==> config.mk <==
export PLATFORM = sky130hd
export DESIGN_NAME = des_decrypt
export DESIGN_NICKNAME = d
export VERILOG_FILES = /design/src/rtl/des_decrypt.sv
export SDC_FILE = /design/constraint.sdc
export NUM_CORES = 1
export LEC_CHECK = 0
export CAP_MARGIN = 30
export CELL_PAD_IN_SITES_DETAIL_PLACEMENT = 1
export CELL_PAD_IN_SITES_GLOBAL_PLACEMENT = 1
export CORE_MARGIN = 2
export CORE_UTILIZATION = 45
export CTS_CLUSTER_SIZE = 20
export DETAILED_ROUTE_END_ITERATION = 16
export HOLD_SLACK_MARGIN = 0.12
export PLACE_DENSITY_LB_ADDON = 0.08
export SLEW_MARGIN = 20
export SYNTH_ARGS = -nofsm -noshare
export SYNTH_HDL_FRONTEND = slang
export SYNTH_SLANG_ARGS = --single-unit
export TNS_END_PERCENT = 30
==> constraint.sdc <==
create_clock -name i_clk -period 12.1 [get_ports i_clk]
set_input_delay 1.21 -clock i_clk [delete_from_list [all_inputs] [get_ports i_clk]]
set_output_delay 1.21 -clock i_clk [all_outputs]
set_load 0.03 [all_outputs]
==> src/rtl/des_decrypt.sv <==
// des_decrypt: iterative single-block DES decryption core.
//
// Purpose: one Feistel round per clock with the key schedule run in reverse
// (K16 first). A ciphertext produced by the des encryptor under the same key
// is turned back into its cleartext 17 clocks after the capture edge.
//
// Ports:
//   i_clk         system clock, all state changes on the rising edge
//   i_rst         synchronous active-high reset, priority over everything
//   i_ciphertext  64-bit ciphertext block, DES bit 1 = bit [63]
//   i_key         64-bit key incl. parity bits (byte LSBs are ignored)
//   i_dv          input valid, only sampled while idle
//   o_cleartext   decrypted block, held until the next result
//   o_dv          one-cycle pulse marking a new o_cleartext
//   o_busy        high while a block is in flight
module des_decrypt (
  input  logic        i_clk,
  input  logic        i_rst,
  input  logic [63:0] i_ciphertext,
  input  logic [63:0] i_key,
  input  logic        i_dv,
  output logic [63:0] o_cleartext,
  output logic        o_dv,
  output logic        o_busy
);

  typedef enum logic [1:0] {IDLE, ROUND, DONE} state_e;

  // Permutation tables hold 1-based DES bit numbers, DES bit 1 being the MSB.
  localparam int IP_T [64] = '{
    58, 50, 42, 34, 26, 18, 10, 2, 60, 52, 44, 36, 28, 20, 12, 4,
    62, 54, 46, 38, 30, 22, 14, 6, 64, 56, 48, 40, 32, 24, 16, 8,
    57, 49, 41, 33, 25, 17,  9, 1, 59, 51, 43, 35, 27, 19, 11, 3,
    61, 53, 45, 37, 29, 21, 13, 5, 63, 55, 47, 39, 31, 23, 15, 7};

  localparam int FP_T [64] = '{
    40, 8, 48, 16, 56, 24, 64, 32, 39, 7, 47, 15, 55, 23, 63, 31,
    38, 6, 46, 14, 54, 22, 62, 30, 37, 5, 45, 13, 53, 21, 61, 29,
    36, 4, 44, 12, 52, 20, 60, 28, 35, 3, 43, 11, 51, 19, 59, 27,
    34, 2, 42, 10, 50, 18, 58, 26, 33, 1, 41,  9, 49, 17, 57, 25};

  localparam int E_T [48] = '{
    32,  1,  2,  3,  4,  5,  4,  5,  6,  7,  8,  9,
     8,  9, 10, 11, 12, 13, 12, 13, 14, 15, 16, 17,
    16, 17, 18, 19, 20, 21, 20, 21, 22, 23, 24, 25,
    24, 25, 26, 27, 28, 29, 28, 29, 30, 31, 32,  1};

  localparam int P_T [32] = '{
    16,  7, 20, 21, 29, 12, 28, 17,  1, 15, 23, 26,  5, 18, 31, 10,
     2,  8, 24, 14, 32, 27,  3,  9, 19, 13, 30,  6, 22, 11,  4, 25};

  localparam int PC1_T [56] = '{
    57, 49, 41, 33, 25, 17,  9,  1, 58, 50, 42, 34, 26, 18,
    10,  2, 59, 51, 43, 35, 27, 19, 11,  3, 60, 52, 44, 36,
    63, 55, 47, 39, 31, 23, 15,  7, 62, 54, 46, 38, 30, 22,
    14,  6, 61, 53, 45, 37, 29, 21, 13,  5, 28, 20, 12,  4};

  localparam int PC2_T [48] = '{
    14, 17, 11, 24,  1,  5,  3, 28, 15,  6, 21, 10,
    23, 19, 12,  4, 26,  8, 16,  7, 27, 20, 13,  2,
    41, 52, 31, 37, 47, 55, 30, 40, 51, 45, 33, 48,
    44, 49, 39, 56, 34, 53, 46, 42, 50, 36, 29, 32};

  // S-boxes, row-major: entry index is {row(b1,b6), column(b2..b5)}.
  localparam logic [3:0] SBOX_T [8][64] = '{
    '{14,4,13,1,2,15,11,8,3,10,6,12,5,9,0,7, 0,15,7,4,14,2,13,1,10,6,12,11,9,5,3,8,
      4,1,14,8,13,6,2,11,15,12,9,7,3,10,5,0, 15,12,8,2,4,9,1,7,5,11,3,14,10,0,6,13},
    '{15,1,8,14,6,11,3,4,9,7,2,13,12,0,5,10, 3,13,4,7,15,2,8,14,12,0,1,10,6,9,11,5,
      0,14,7,11,10,4,13,1,5,8,12,6,9,3,2,15, 13,8,10,1,3,15,4,2,11,6,7,12,0,5,14,9},
    '{10,0,9,14,6,3,15,5,1,13,12,7,11,4,2,8, 13,7,0,9,3,4,6,10,2,8,5,14,12,11,15,1,
      13,6,4,9,8,15,3,0,11,1,2,12,5,10,14,7, 1,10,13,0,6,9,8,7,4,15,14,3,11,5,2,12},
    '{7,13,14,3,0,6,9,10,1,2,8,5,11,12,4,15, 13,8,11,5,6,15,0,3,4,7,2,12,1,10,14,9,
      10,6,9,0,12,11,7,13,15,1,3,14,5,2,8,4, 3,15,0,6,10,1,13,8,9,4,5,11,12,7,2,14},
    '{2,12,4,1,7,10,11,6,8,5,3,15,13,0,14,9, 14,11,2,12,4,7,13,1,5,0,15,10,3,9,8,6,
      4,2,1,11,10,13,7,8,15,9,12,5,6,3,0,14, 11,8,12,7,1,14,2,13,6,15,0,9,10,4,5,3},
    '{12,1,10,15,9,2,6,8,0,13,3,4,14,7,5,11, 10,15,4,2,7,12,9,5,6,1,13,14,0,11,3,8,
      9,14,15,5,2,8,12,3,7,0,4,10,1,13,11,6, 4,3,2,12,9,5,15,10,11,14,1,7,6,0,8,13},
    '{4,11,2,14,15,0,8,13,3,12,9,7,5,10,6,1, 13,0,11,7,4,9,1,10,14,3,5,12,2,15,8,6,
      1,4,11,13,12,3,7,14,10,15,6,8,0,5,9,2, 6,11,13,8,1,4,10,7,9,5,0,15,14,2,3,12},
    '{13,2,8,4,6,15,11,1,10,9,3,14,5,0,12,7, 1,15,13,8,10,3,7,4,12,5,6,11,0,14,9,2,
      7,11,4,1,9,12,14,2,0,6,10,13,15,3,5,8, 2,1,14,7,4,10,8,13,15,12,9,0,3,5,6,11}};

  function automatic logic [63:0] ipPerm(input logic [63:0] x);
    for (int i = 0; i < 64; i++) ipPerm[63-i] = x[64-IP_T[i]];
  endfunction

  function automatic logic [63:0] fpPerm(input logic [63:0] x);
    for (int i = 0; i < 64; i++) fpPerm[63-i] = x[64-FP_T[i]];
  endfunction

  function automatic logic [47:0] ePerm(input logic [31:0] x);
    for (int i = 0; i < 48; i++) ePerm[47-i] = x[32-E_T[i]];
  endfunction

  function automatic logic [31:0] pPerm(input logic [31:0] x);
    for (int i = 0; i < 32; i++) pPerm[31-i] = x[32-P_T[i]];
  endfunction

  function automatic logic [55:0] pc1Perm(input logic [63:0] x);
    for (int i = 0; i < 56; i++) pc1Perm[55-i] = x[64-PC1_T[i]];
  endfunction

  function automatic logic [47:0] pc2Perm(input logic [55:0] x);
    for (int i = 0; i < 48; i++) pc2Perm[47-i] = x[56-PC2_T[i]];
  endfunction

  // Eight 6-to-4 lookups; the outer bits of each 6-bit group select the row.
  function automatic logic [31:0] sboxSub(input logic [47:0] x);
    logic [5:0] six;
    sboxSub = '0;
    for (int s = 0; s < 8; s++) begin
      six = x[47-6*s -: 6];
      sboxSub[31-4*s -: 4] = SBOX_T[s][{six[5], six[0], six[4:1]}];
    end
  endfunction

  function automatic logic [27:0] rotr(input logic [27:0] x, input logic [1:0] n);
    case (n)
      2'd1:    rotr = {x[0], x[27:1]};
      2'd2:    rotr = {x[1:0], x[27:2]};
      default: rotr = x;
    endcase
  endfunction

  state_e      state_q, state_d;
  logic [31:0] lHalf_q, lHalf_d, rHalf_q, rHalf_d;
  logic [27:0] cKey_q, cKey_d, dKey_q, dKey_d;
  logic [4:0]  round_q, round_d;
  logic [63:0] clear_q, clear_d;
  logic        dv_q, dv_d;

  logic [1:0]  rotAmt;
  logic [27:0] cRot, dRot;
  logic [47:0] subkey;
  logic [31:0] fOut;
  logic [63:0] ipIn;
  logic [55:0] pc1Key;

  // Decryption walks the encrypt schedule backwards: round 1 uses the
  // unrotated PC-1 halves (K16), and the single-step rounds mirror the
  // encryptor's single-step rounds 1, 2, 9 and 16.
  always_comb begin
    if (round_q == 5'd1) begin
      rotAmt = 2'd0;
    end else if (round_q == 5'd2 || round_q == 5'd9 || round_q == 5'd16) begin
      rotAmt = 2'd1;
    end else begin
      rotAmt = 2'd2;
    end
  end

  // Shared round datapath: rotated key halves, subkey and Feistel function.
  always_comb begin
    cRot   = rotr(cKey_q, rotAmt);
    dRot   = rotr(dKey_q, rotAmt);
    subkey = pc2Perm({cRot, dRot});
    fOut   = pPerm(sboxSub(ePerm(rHalf_q) ^ subkey));
    ipIn   = ipPerm(i_ciphertext);
    pc1Key = pc1Perm(i_key);
  end

  // Next-state logic: capture in IDLE, sixteen rounds, then publish in DONE.
  always_comb begin
    state_d = state_q;
    lHalf_d = lHalf_q;
    rHalf_d = rHalf_q;
    cKey_d  = cKey_q;
    dKey_d  = dKey_q;
    round_d = round_q;
    clear_d = clear_q;
    dv_d    = 1'b0;
    case (state_q)
      IDLE: begin
        if (i_dv) begin
          lHalf_d = ipIn[63:32];
          rHalf_d = ipIn[31:0];
          cKey_d  = pc1Key[55:28];
          dKey_d  = pc1Key[27:0];
          round_d = 5'd1;
          state_d = ROUND;
        end
      end
      ROUND: begin
        cKey_d  = cRot;
        dKey_d  = dRot;
        lHalf_d = rHalf_q;
        rHalf_d = lHalf_q ^ fOut;
        round_d = round_q + 5'd1;
        if (round_q == 5'd16) begin
          state_d = DONE;
        end
      end
      DONE: begin
        clear_d = fpPerm({rHalf_q, lHalf_q});
        dv_d    = 1'b1;
        state_d = IDLE;
      end
      default: state_d = IDLE;
    endcase
  end

  // State register; reset abandons any block in flight without a dv pulse.
  always_ff @(posedge i_clk) begin
    if (i_rst) begin
      state_q <= IDLE;
      lHalf_q <= '0;
      rHalf_q <= '0;
      cKey_q  <= '0;
      dKey_q  <= '0;
      round_q <= '0;
      clear_q <= '0;
      dv_q    <= 1'b0;
    end else begin
      state_q <= state_d;
      lHalf_q <= lHalf_d;
      rHalf_q <= rHalf_d;
      cKey_q  <= cKey_d;
      dKey_q  <= dKey_d;
      round_q <= round_d;
      clear_q <= clear_d;
      dv_q    <= dv_d;
    end
  end

  assign o_cleartext = clear_q;
  assign o_dv        = dv_q;
  assign o_busy      = (state_q != IDLE);

endmodule

==> results_dict.tcl <==
set metrics [dict create \
    status "finished clean" \
    power.leakage_uw 0.006653 \
    clock-root-buffer "clkbuf_16" \
    worstHoldPathType "flip-flop to flip-flop" \
    antenna_found_initial 0 \
    io_pins 197 \
    h-tree-depth 4 \
    die_y_um 188.1 \
    io_buffers 188 \
    worst-slew-pin-transition_ns 0.9830 \
    drt_wl_total_mm 62.70 \
    ys_ff_latch 192 \
    ctsHoldBuffers 0 \
    p_int_uw 1789 \
    dr.pass1.iters 5 \
    whs_path_depth 2 \
    ant_nets 0 \
    die_w_um 188.1 \
    setup_slack_ns 6.581 \
    drc 0 \
    path_clk_slew_ns 0.08 \
    timing.final.crit_share 0.4561 \
    multi_input_area_mm2 0.01051 \
    ys_types 97 \
    yosys_warnings 0 \
    num-nets-final 2289 \
    fin_crit_ns 5.519 \
    seq_power_share 0.238 \
    ys_seq_area_frac 0.2521 \
    grtUsageTotal 0.3490 \
    ctsResizeCount 0 \
    fmax_mhz 181.2 \
    fillers 4088 \
    timing.slew.headroom 0.3378 \
    skew_ns 0.01185 \
    clock_sinks 192 \
    drive_above_1_share 0.08694 \
    cp_data_arrival_time_ns 5.83 \
    hpwl_mm 45.53 \
    clock_path_buffers 2 \
    synthTopCellsByArea "dfxtp_1, nand2_1, ha_1, a311oi_1, a21oi_1" \
    syn_area_per_cell_um2 7.579 \
    pwr-share-clk 0.174 \
    vias_per_cell 6.375 \
    drv_slew 0 \
    tns_ns 0 \
    numCtsBuffers 17 \
    p_sw_uw 1662 \
    start_util 0.4559 \
    grt_pass1_vias 16250 \
    drv_cap 0 \
    combPwrFrac 0.589 \
    worstSetupPathType "flip-flop to flip-flop" \
    synth_ff_type "dfxtp_1" \
    grt_start_max_net_pins 78 \
    hold_viol_final 0 \
    dieArea_mm2 0.03538 \
    areaGrowthSynthToFinish_pct 17.60 \
    ir_worst_vdd_v 0.0001232 \
    netlist_instances 2012 \
    insertion_delay_ns 0.46 \
    swShare 0.4815 \
    setup_viol 0 \
    vias 16280 \
    crit_path_max_fanout 31 \
    rows 67 \
    cts_tree "built" \
    p_per_area_mw_per_mm2 192.4 \
    place_worst_setup_slack_ns 6.667 \
    post_drt_wl_per_cell_um 24.55 \
    seq_area_mm2 0.003844 \
    r2r_cells 15 \
    synth-edff-count 0 \
    dr.first_iter.drc_count 1142 \
    cts_setup_buffers 0 \
    syn_nets 2209 \
    critPathCaptureType "flip-flop" \
    grt_pass1_wl_mm 96.66 \
    rsz0062_at_grt "false" \
    synthArstFlopShare 0 \
    post-synth-top-area-fraction 0.2521 \
    yosysTopAreaCell "dfxtp_1" \
    overflow 0 \
    startpoint_type "flip-flop" \
    place_congestion 0.9120 \
    coreArea_mm2 0.03345 \
    syn-cell-area_mm2 0.01525 \
    worstPathRequired_ns 12.41 \
]
[synthesized netlist by cell type (11+ instances only)]
| cell | n |
|---|---|
| a211oi_1 | 62 |
| nand2_1 | 377 |
| xor2_1 | 31 |
| o31ai_1 | 11 |
| or3_1 | 12 |
| a21oi_1 | 129 |
| a221oi_1 | 17 |
| mux4_2 | 18 |
| inv_1 | 58 |
| clkbuf_1 | 105 |
| o22ai_1 | 30 |
| nand4_1 | 12 |
| nor3_1 | 57 |
| nand3_1 | 20 |
| o22a_1 | 16 |
| nor2_1 | 170 |
| a31oi_1 | 20 |
| xnor2_1 | 55 |
| o21ai_0 | 61 |
| o221ai_1 | 14 |
| ha_1 | 66 |
| o211ai_1 | 19 |
| dfxtp_1 | 192 |
| mux2i_1 | 56 |
| or2_2 | 18 |
| buf_2 | 28 |
| and3_1 | 34 |
| a311oi_1 | 74 |
| buf_1 | 23 |
| a31o_2 | 16 |
| nor4_1 | 11 |
| nand2b_1 | 23 |
[placed cells by master (no fill, tap or decap), types with 14 or more instances in the layout]
cell type	synthesis	layout
nand2_1	377	377
dfxtp_1	192	192
clkdlybuf4s50_1	0	187
nor2_1	170	170
a21oi_1	129	129
a311oi_1	74	74
ha_1	66	66
a211oi_1	62	62
o21ai_0	61	61
inv_1	58	58
nor3_1	57	57
mux2i_1	56	56
xnor2_1	55	54
buf_4	7	37
and3_1	34	34
o22ai_1	30	30
xor2_1	31	30
nand2b_1	23	20
a31oi_1	20	20
nand3_1	20	20
o211ai_1	19	19
or2_2	18	18
mux4_2	18	18
a221oi_1	17	17
clkbuf_16	0	17
a31o_2	16	16
o22a_1	16	16
o221ai_1	14	14
[final cells by class]
class / instances / area share
Tap cell: 448 / 0.03126
Timing Repair Buffer: 229 / 0.1219
Multi-Input combinational cell: 1591 / 0.5860
Clock inverter: 14 / 0.009698
Antenna cell: 1 / 0.0001395
Clock buffer: 18 / 0.02393
Sequential cell: 192 / 0.2143
Inverter: 61 / 0.01277
[sequential cells by signal, summed over array words and instances, names as in the netlist]
signal	cells
rHalf_q	32
o_cleartext	64
lHalf_q	32
o_dv	1
state_q	2
cKey_q	28
dKey_q	28
round_q	5
[path summary, 6_finish.rpt]
check / end / from / slack [ns]
setup / recovery: rHalf_q[2] / round_q[1] / 6.58
hold / removal: o_cleartext[32] / o_cleartext[32] / 0.46
setup reg to reg: rHalf_q[2] / round_q[1] / 6.58
hold reg to reg: o_cleartext[32] / o_cleartext[32] / 0.46
[worst max-delay path, stage by stage, from the launching register on]
cell     delay, ns
dfxtp_1       0.42
inv_1         0.09
ha_1          0.26
or4b_1        0.73
a31o_4        0.48
o22a_1        0.24
o21ai_2       0.12
xor2_2        0.52
inv_1         0.18
ha_1          0.58
xnor3_1       0.42
o21ai_0       0.19
o21ai_0       0.10
o21ai_0       0.71
xnor2_1       0.20
o22ai_1       0.11
[power by group through the flow]
stage	Clock [uW]	Sequential [uW]	Combinational, uW
2_1_floorplan	0	744	1470
3_3_place_gp	0	828	1920
3_5_place_dp	0	830	1980
4_1_cts	606	816	1990
5_1_grt	630	824	2210
6_report	600	820	2030
[metal layers]
layer	routed length, um	GRT usage	vias to the layer above
met3	4079	0.06588	109
met4	2958	0.1575	0
li1	-	-	7473
met5	0	0	-
met1	26500	0.4535	8128
met2	29160	0.5616	573
[through the flow]
| stage | cells | hold WS (ns) | power, uW | instance area, um2 | utilization |
|---|---|---|---|---|---|
| floorplan | 2012 | 0.4452 | 2217 | 15250 | - |
| global placement | 2514 | 0.4462 | 2748 | 17270 | 0.5162 |
| detailed placement | 2516 | 0.4495 | 2811 | 17290 | 0.5168 |
| CTS | 2548 | 0.4608 | 3415 | 17890 | 0.5348 |
| global route | 2553 | 0.4729 | 3664 | 17930 | 0.5361 |
| finish | 2554 | 0.4575 | 3451 | 17930 | 0.5362 |
[cells by family after synthesis]
family / share of synthesized area
flops: 0.2521
mux: 0.06556
compound gates: 0.2776
buf+inv: 0.06244
xor+xnor: 0.06703
simple gates: 0.2205
fa+ha+maj: 0.05481
Power figures use the tool's default switching activity.
